[config.mk]
export PLATFORM = sky130hd
export DESIGN_NAME = instr_fetch_unit
export DESIGN_NICKNAME = d
export VERILOG_FILES = /design/src/rtl/riscv_fetch_pkg.sv /design/src/rtl/fetch_queue.sv /design/src/rtl/instr_fetch_unit.sv
export SDC_FILE = /design/constraint.sdc
export NUM_CORES = 1
export LEC_CHECK = 0
export BUFFER_PORTS_ARGS = -buffer_cell sky130_fd_sc_hd__buf_2
export CORE_ASPECT_RATIO = 1.5
export CORE_UTILIZATION = 58
export CTS_BUF_LIST = sky130_fd_sc_hd__clkbuf_8
export CTS_CLUSTER_SIZE = 40
export DETAILED_ROUTE_END_ITERATION = 7
export GPL_TIMING_DRIVEN = 0
export PLACE_DENSITY = 0.83
export SYNTH_ARGS = -nofsm -noshare
export SYNTH_HDL_FRONTEND = slang
export SYNTH_SLANG_ARGS = --single-unit
[constraint.sdc]
create_clock -name clk -period 10.9 [get_ports clk]
set_input_delay 0.545 -clock clk [delete_from_list [all_inputs] [get_ports clk]]
set_output_delay 0.545 -clock clk [all_outputs]
set_load 0.1 [all_outputs]
[src/rtl/riscv_fetch_pkg.sv]
// Shared types and constants for the instruction fetch unit.
// The queue entry is sized to the default 64-bit PC width.
package riscv_fetch_pkg;

  localparam int unsigned XLEN_W  = 64;
  localparam int unsigned INSTR_W = 32;
  localparam int unsigned PC_STEP = 4;

  typedef enum logic [1:0] {
    FETCH = 2'd0,
    WAIT  = 2'd1,
    DROP  = 2'd2
  } fetch_state_t;

  typedef struct packed {
    logic [XLEN_W-1:0]  pc;
    logic [INSTR_W-1:0] instr;
  } fetch_entry_t;

  // Branch immediate is in halfword units; the shift and add both wrap at XLEN_W bits.
  function automatic logic [XLEN_W-1:0] branch_target(input logic [XLEN_W-1:0] pc,
                                                      input logic [XLEN_W-1:0] imm);
    return pc + (imm << 1);
  endfunction

endpackage

[src/rtl/fetch_queue.sv]
// Small synchronous FIFO of fetched {pc, instr} pairs feeding decode.
// Flush wins over any push or pop in the same cycle.
module fetch_queue
  import riscv_fetch_pkg::*;
#(
  parameter int unsigned DEPTH = 2,
  localparam int unsigned PTR_W = (DEPTH > 1) ? $clog2(DEPTH) : 1,
  localparam int unsigned CNT_W = $clog2(DEPTH + 1)
) (
  input  logic               clk,
  input  logic               reset,
  input  logic               push,
  input  fetch_entry_t       push_data,
  input  logic               pop,
  input  logic               flush,
  output fetch_entry_t       head,
  output logic               valid,
  output logic [CNT_W-1:0]   count
);

  fetch_entry_t     mem_q [DEPTH];
  logic [PTR_W-1:0] wr_ptr_q, rd_ptr_q;
  logic [CNT_W-1:0] count_q;

  always_ff @(posedge clk or posedge reset) begin
    if (reset) begin
      wr_ptr_q <= '0;
      rd_ptr_q <= '0;
      count_q  <= '0;
      for (int i = 0; i < DEPTH; i++) begin
        mem_q[i] <= '0;
      end
    end else if (flush) begin
      wr_ptr_q <= '0;
      rd_ptr_q <= '0;
      count_q  <= '0;
    end else begin
      if (push) begin
        mem_q[wr_ptr_q] <= push_data;
        wr_ptr_q        <= wr_ptr_q + PTR_W'(1);
      end
      if (pop) begin
        rd_ptr_q <= rd_ptr_q + PTR_W'(1);
      end
      if (push && !pop) begin
        count_q <= count_q + CNT_W'(1);
      end else if (!push && pop) begin
        count_q <= count_q - CNT_W'(1);
      end
    end
  end

  assign head  = mem_q[rd_ptr_q];
  assign valid = (count_q != '0);
  assign count = count_q;

  // Issue is gated on occupancy upstream, so these indicate a broken caller.
  always_ff @(posedge clk) begin
    if (!reset && !flush) begin
      assert (!(push && !pop && (count_q == CNT_W'(DEPTH))))
        else $error("fetch_queue: push while full");
      assert (!(pop && (count_q == '0)))
        else $error("fetch_queue: pop while empty");
    end
  end

endmodule

[src/rtl/instr_fetch_unit.sv]
// Program counter, single-outstanding imem request FSM and branch redirect handling.
// Fetched words are queued in fetch_queue for decode.
module instr_fetch_unit
  import riscv_fetch_pkg::*;
#(
  parameter int unsigned    XLEN     = XLEN_W,
  parameter logic [XLEN-1:0] RESET_PC = '0,
  parameter int unsigned    FQ_DEPTH = 2
) (
  input  logic               clk,
  input  logic               reset,
  output logic               imem_req_valid,
  input  logic               imem_req_ready,
  output logic [XLEN-1:0]    imem_req_addr,
  input  logic               imem_rsp_valid,
  input  logic [INSTR_W-1:0] imem_rsp_data,
  input  logic               ex_branch,
  input  logic               ex_zero,
  input  logic [XLEN-1:0]    ex_pc,
  input  logic [XLEN-1:0]    ex_imm,
  output logic               if_valid,
  input  logic               if_ready,
  output logic [XLEN-1:0]    if_pc,
  output logic [INSTR_W-1:0] if_instr,
  output logic               fetch_misalign
);

  localparam int unsigned CNT_W = $clog2(FQ_DEPTH + 1);

  fetch_state_t     state_q, state_d;
  logic [XLEN-1:0]  pc_q, pc_d;
  logic [XLEN-1:0]  req_pc_q, req_pc_d;
  logic             misalign_q;

  logic             redirect;
  logic [XLEN-1:0]  target;
  logic             handshake;
  logic             fq_push, fq_pop;
  logic [CNT_W-1:0] fq_count;
  fetch_entry_t     fq_push_data, fq_head;

  assign redirect  = ex_branch && ex_zero;
  assign target    = branch_target(ex_pc, ex_imm);

  // Gate on reset so the request drops the instant reset asserts.
  assign imem_req_valid = !reset && (state_q == FETCH) && (fq_count < CNT_W'(FQ_DEPTH));
  assign imem_req_addr  = pc_q;
  assign handshake      = imem_req_valid && imem_req_ready;

  always_comb begin
    state_d  = state_q;
    pc_d     = pc_q;
    req_pc_d = req_pc_q;
    fq_push  = 1'b0;

    unique case (state_q)
      FETCH: begin
        if (handshake) begin
          state_d  = WAIT;
          req_pc_d = pc_q;
          pc_d     = pc_q + XLEN'(PC_STEP);
        end
      end
      WAIT: begin
        if (imem_rsp_valid) begin
          state_d = FETCH;
          fq_push = 1'b1;
        end
      end
      DROP: begin
        if (imem_rsp_valid) begin
          state_d = FETCH;
        end
      end
      default: state_d = FETCH;
    endcase

    // A request accepted or still in flight on the redirect cycle belongs to the wrong path.
    if (redirect) begin
      pc_d    = target;
      fq_push = 1'b0;
      unique case (state_q)
        FETCH:       state_d = handshake ? DROP : FETCH;
        WAIT, DROP:  state_d = imem_rsp_valid ? FETCH : DROP;
        default:     state_d = FETCH;
      endcase
    end
  end

  always_ff @(posedge clk or posedge reset) begin
    if (reset) begin
      state_q    <= FETCH;
      pc_q       <= RESET_PC;
      req_pc_q   <= RESET_PC;
      misalign_q <= 1'b0;
    end else begin
      state_q    <= state_d;
      pc_q       <= pc_d;
      req_pc_q   <= req_pc_d;
      misalign_q <= redirect && (target[1:0] != 2'b00);
    end
  end

  assign fetch_misalign = misalign_q;

  assign fq_push_data.pc    = req_pc_q;
  assign fq_push_data.instr = imem_rsp_data;
  assign fq_pop             = if_valid && if_ready;

  fetch_queue #(
    .DEPTH (FQ_DEPTH)
  ) u_fetch_queue (
    .clk       (clk),
    .reset     (reset),
    .push      (fq_push),
    .push_data (fq_push_data),
    .pop       (fq_pop),
    .flush     (redirect),
    .head      (fq_head),
    .valid     (if_valid),
    .count     (fq_count)
  );

  assign if_pc    = fq_head.pc;
  assign if_instr = fq_head.instr;

endmodule

==> results.md <==
- Run status: finished, final reports clean
- Largest family of logic cells by synthesized area: multiplexers
- Crit path capture: if_pc[30]
- Post-CTS Resized: 0
- Initial drt markers: 614
- Endpoints failing setup: 0
- Area occupied by multi-input gates: 0.00931 sq mm
- GRT Total Usage: 29.8%
- Hold Buf Count CTS: 0
- Clk_skew: 0.0172 ns
- Slew Limit Headroom: 36.7%
- Hold Crit Class: input port to async pin
- CTS tree: done
- IO Port Bufs: 328
- Worst EP required: 10.36 ns
- RR Startpoint: state_q[0]
- Xor/xnor share of the synthesized area: 5.83%
- Pre-Repair DR Iteration Count: 5
- Critical register-to-register path endpoint: imem_req_addr[60]
- Yosys Warn Count: 0
- Commonest non-fill, non-tap cell in the layout: mux2_2
- Max-cap check violation count: 0
- Async SR Flop Fraction: 100%
- Fillers: 2181
- Synth Area in Compound Gates: 9.31%
- Register area: 0.00818 sq mm
- Area growth from synthesis to layout: 17.6%
- Routed via count: 13988
- RSZ-0062 raised after global routing: false
- Worst-path clk slew: 0.07 ns
- Num ports: 330
- Vias in the first global route: 14444
- Final net count: 2208
- Pre-CTS WS: 6.83 ns
- Initial antenna violation count: 1
- Worst-margin pin slew: 0.937 ns
- Multiplexer share of the synthesized area: 22.4%
- Worst-Skew Late Latency: 0.57 ns
- Setup TNS: 0 ns
- Final WS setup: 7.06 ns
- Clock root buffer master: clkbuf_8
- Most common cell type on the critical path: clkbuf_1
- Wire length of the first global-routing pass: 74.6 mm
- Total leakage power: 10.1 nW
- Fin util: 69.5%
- Critical Path Start Type: flop
- Register bit total from synthesis: 327
- Overall routed net length: 47.2 mm
- Post-synth cell types: 64
- Final Wtd Congestion: 0.930
- Remaining DRCs: 0
- Post-CTS setup buffers: 0
- Worst EP arrival: 3.29 ns
- Syn Area/Cell: 11.2 sq um
- Core ar.: 0.0303 sq mm
- Max-slew violations: 0
- Pin count of the biggest net entering global routing: 131
- Setup crit end kind: primary output
- EDFF count, synth: 0
- Number of clock sinks: 327
- Slowest stage delay, CP: 0.68 ns
- Die area: 0.0316 sq mm
- Crit path time final: 3.84 ns
- Critical-path cell list: clkbuf_1 > clkbuf_1 > clkbuf_1 > mux2_2 > buf_2
- Post-DR vias/cell: 5.81
- Synthesized instance count: 1595
- Hold_ws: 0.0859 ns
- Syn_nets: 1829
- Fin. Hold Viols: 0
- R2r setup slk: 7.39 ns
- Clk buf depth: 3
- Initial Utilization: 59.1%
- Post-Syn Area: 0.0179 sq mm
- Detail Route Antenna Nets: 0
- Reg2Reg Depth: 13
- Die width: 145 um
- F_max: 261 MHz
- DPL Wire Length: 35.4 mm
- Post-synthesis adder-cell area fraction: 4.73%
- Worst Path Max Fanout: 10
- H-tree depth: 2
- GRT overflow: 0
- Synth Area in Simple Gates: 9.77%
- Final worst path period share: 35.2%
- Highest-count cells in the layout ignoring fill and taps: mux2_2, buf_2, dfrtp_1, nand2_1, o21ai_0
- Worst Setup SP: u_fetch_queue.rd_ptr_q
- Chip Height: 217 um
- Critical path's slowest cell: clkbuf_1
- DR WL/cell: 19.6 um
- Pwr dens: 325 mW/mm^2
- Top FF cell, synth: dfrtp_1
- Post-synthesis sequential area ratio: 45.8%
- Setup CP Type: flop to primary output
- Row cnt: 78
- Peak VDD IR: 0.000257 V
- Proportion of layout cells with a drive suffix above 1: 38.4%
- Total CTS buffers: 47
==> cells in the mapped netlist (37+ instances only) <==
library cell  instances  area [sq um]
xnor2_1              64           561
xor2_1               55           482
a21oi_1              78           390
a21o_1               37           278
mux2_2              352          3960
nor2_1               58           218
nand2_1             127           477
dfrtp_1             327          8180
nand3_1              44           220
ha_1                 66           826
o21ai_0              93           465
clkbuf_1             69           259
==> cell families after synthesis <==
family                     after synthesis
AOI/OAI and AO/OA                      274
buffers and inverters                  102
DFF                                    327
and+or+nand+nor                        350
xor gates and xnor gates               119
adders and majority gates               67
muxes                                  356
==> worst min path at each step <==
stage                                    end  slack, ns  cells past startpoint
finish              u_fetch_queue.mem_q[186]       0.09                      2
global route         u_fetch_queue.mem_q[90]       0.12                      2
global placement     u_fetch_queue.mem_q[45]       0.48                      1
detailed placement          imem_req_addr[1]       0.48                      2
CTS                   u_fetch_queue.count[0]       0.07                      2
floorplan            u_fetch_queue.mem_q[27]       0.47                      1
==> stage by stage <==
step / area [sq um] / power (W) / std cells
5_1_grt: 21000 / 0.00709 / 2406
3_5_place_dp: 20100 / 0.00587 / 2325
3_3_place_gp: 20000 / 0.00576 / 2323
2_1_floorplan: 17900 / 0.00519 / 1595
6_report: 21000 / 0.00683 / 2406
4_1_cts: 21000 / 0.00685 / 2405
==> worst max-delay path: cells and delay by family, from the launching register on <==
kind     cells  cell delay, ns
buf+inv      4            2.13
flops        1            0.33
mux          1            0.27
==> area by class of cell <==
type	count	share of cell area (%)
Clock inverter	22	0.661
Clock buffer	58	3.80
Antenna cell	1	0.0119
Multi-Input combinational cell	1166	44.3
Tap cell	400	2.38
Sequential cell	327	38.9
Inverter	23	0.446
Timing Repair Buffer	330	8.07
Buffer	79	1.46
==> state kept, by name, summed over array words and instances, names as in the netlist <==
register                flops
req_pc_q                   64
u_fetch_queue.wr_ptr_q      1
u_fetch_queue.count         2
u_fetch_queue.mem_q       192
state_q                     2
fetch_misalign              1
u_fetch_queue.rd_ptr_q      1
imem_req_addr              64
==> layer usage <==
metal	share of wire (%)	global-route usage, %	vias up
li1	-	-	6480
met2	52	54.3	528
met3	5.3	4.55	131
met5	0	0	-
met1	38	33.9	6849
met4	4.8	15.0	0
==> where the power goes <==
| group | total, W | switching, W | internal (W) |
|---|---|---|---|
| logic | 0.00384 | 0.00289 | 0.000950 |
| clock network | 0.000969 | 0.000445 | 0.000523 |
| registers | 0.00202 | 0.000329 | 0.00169 |
| total | 0.00683 | 0.00366 | 0.00317 |
Note: power is estimated with default switching activity, not from simulation.
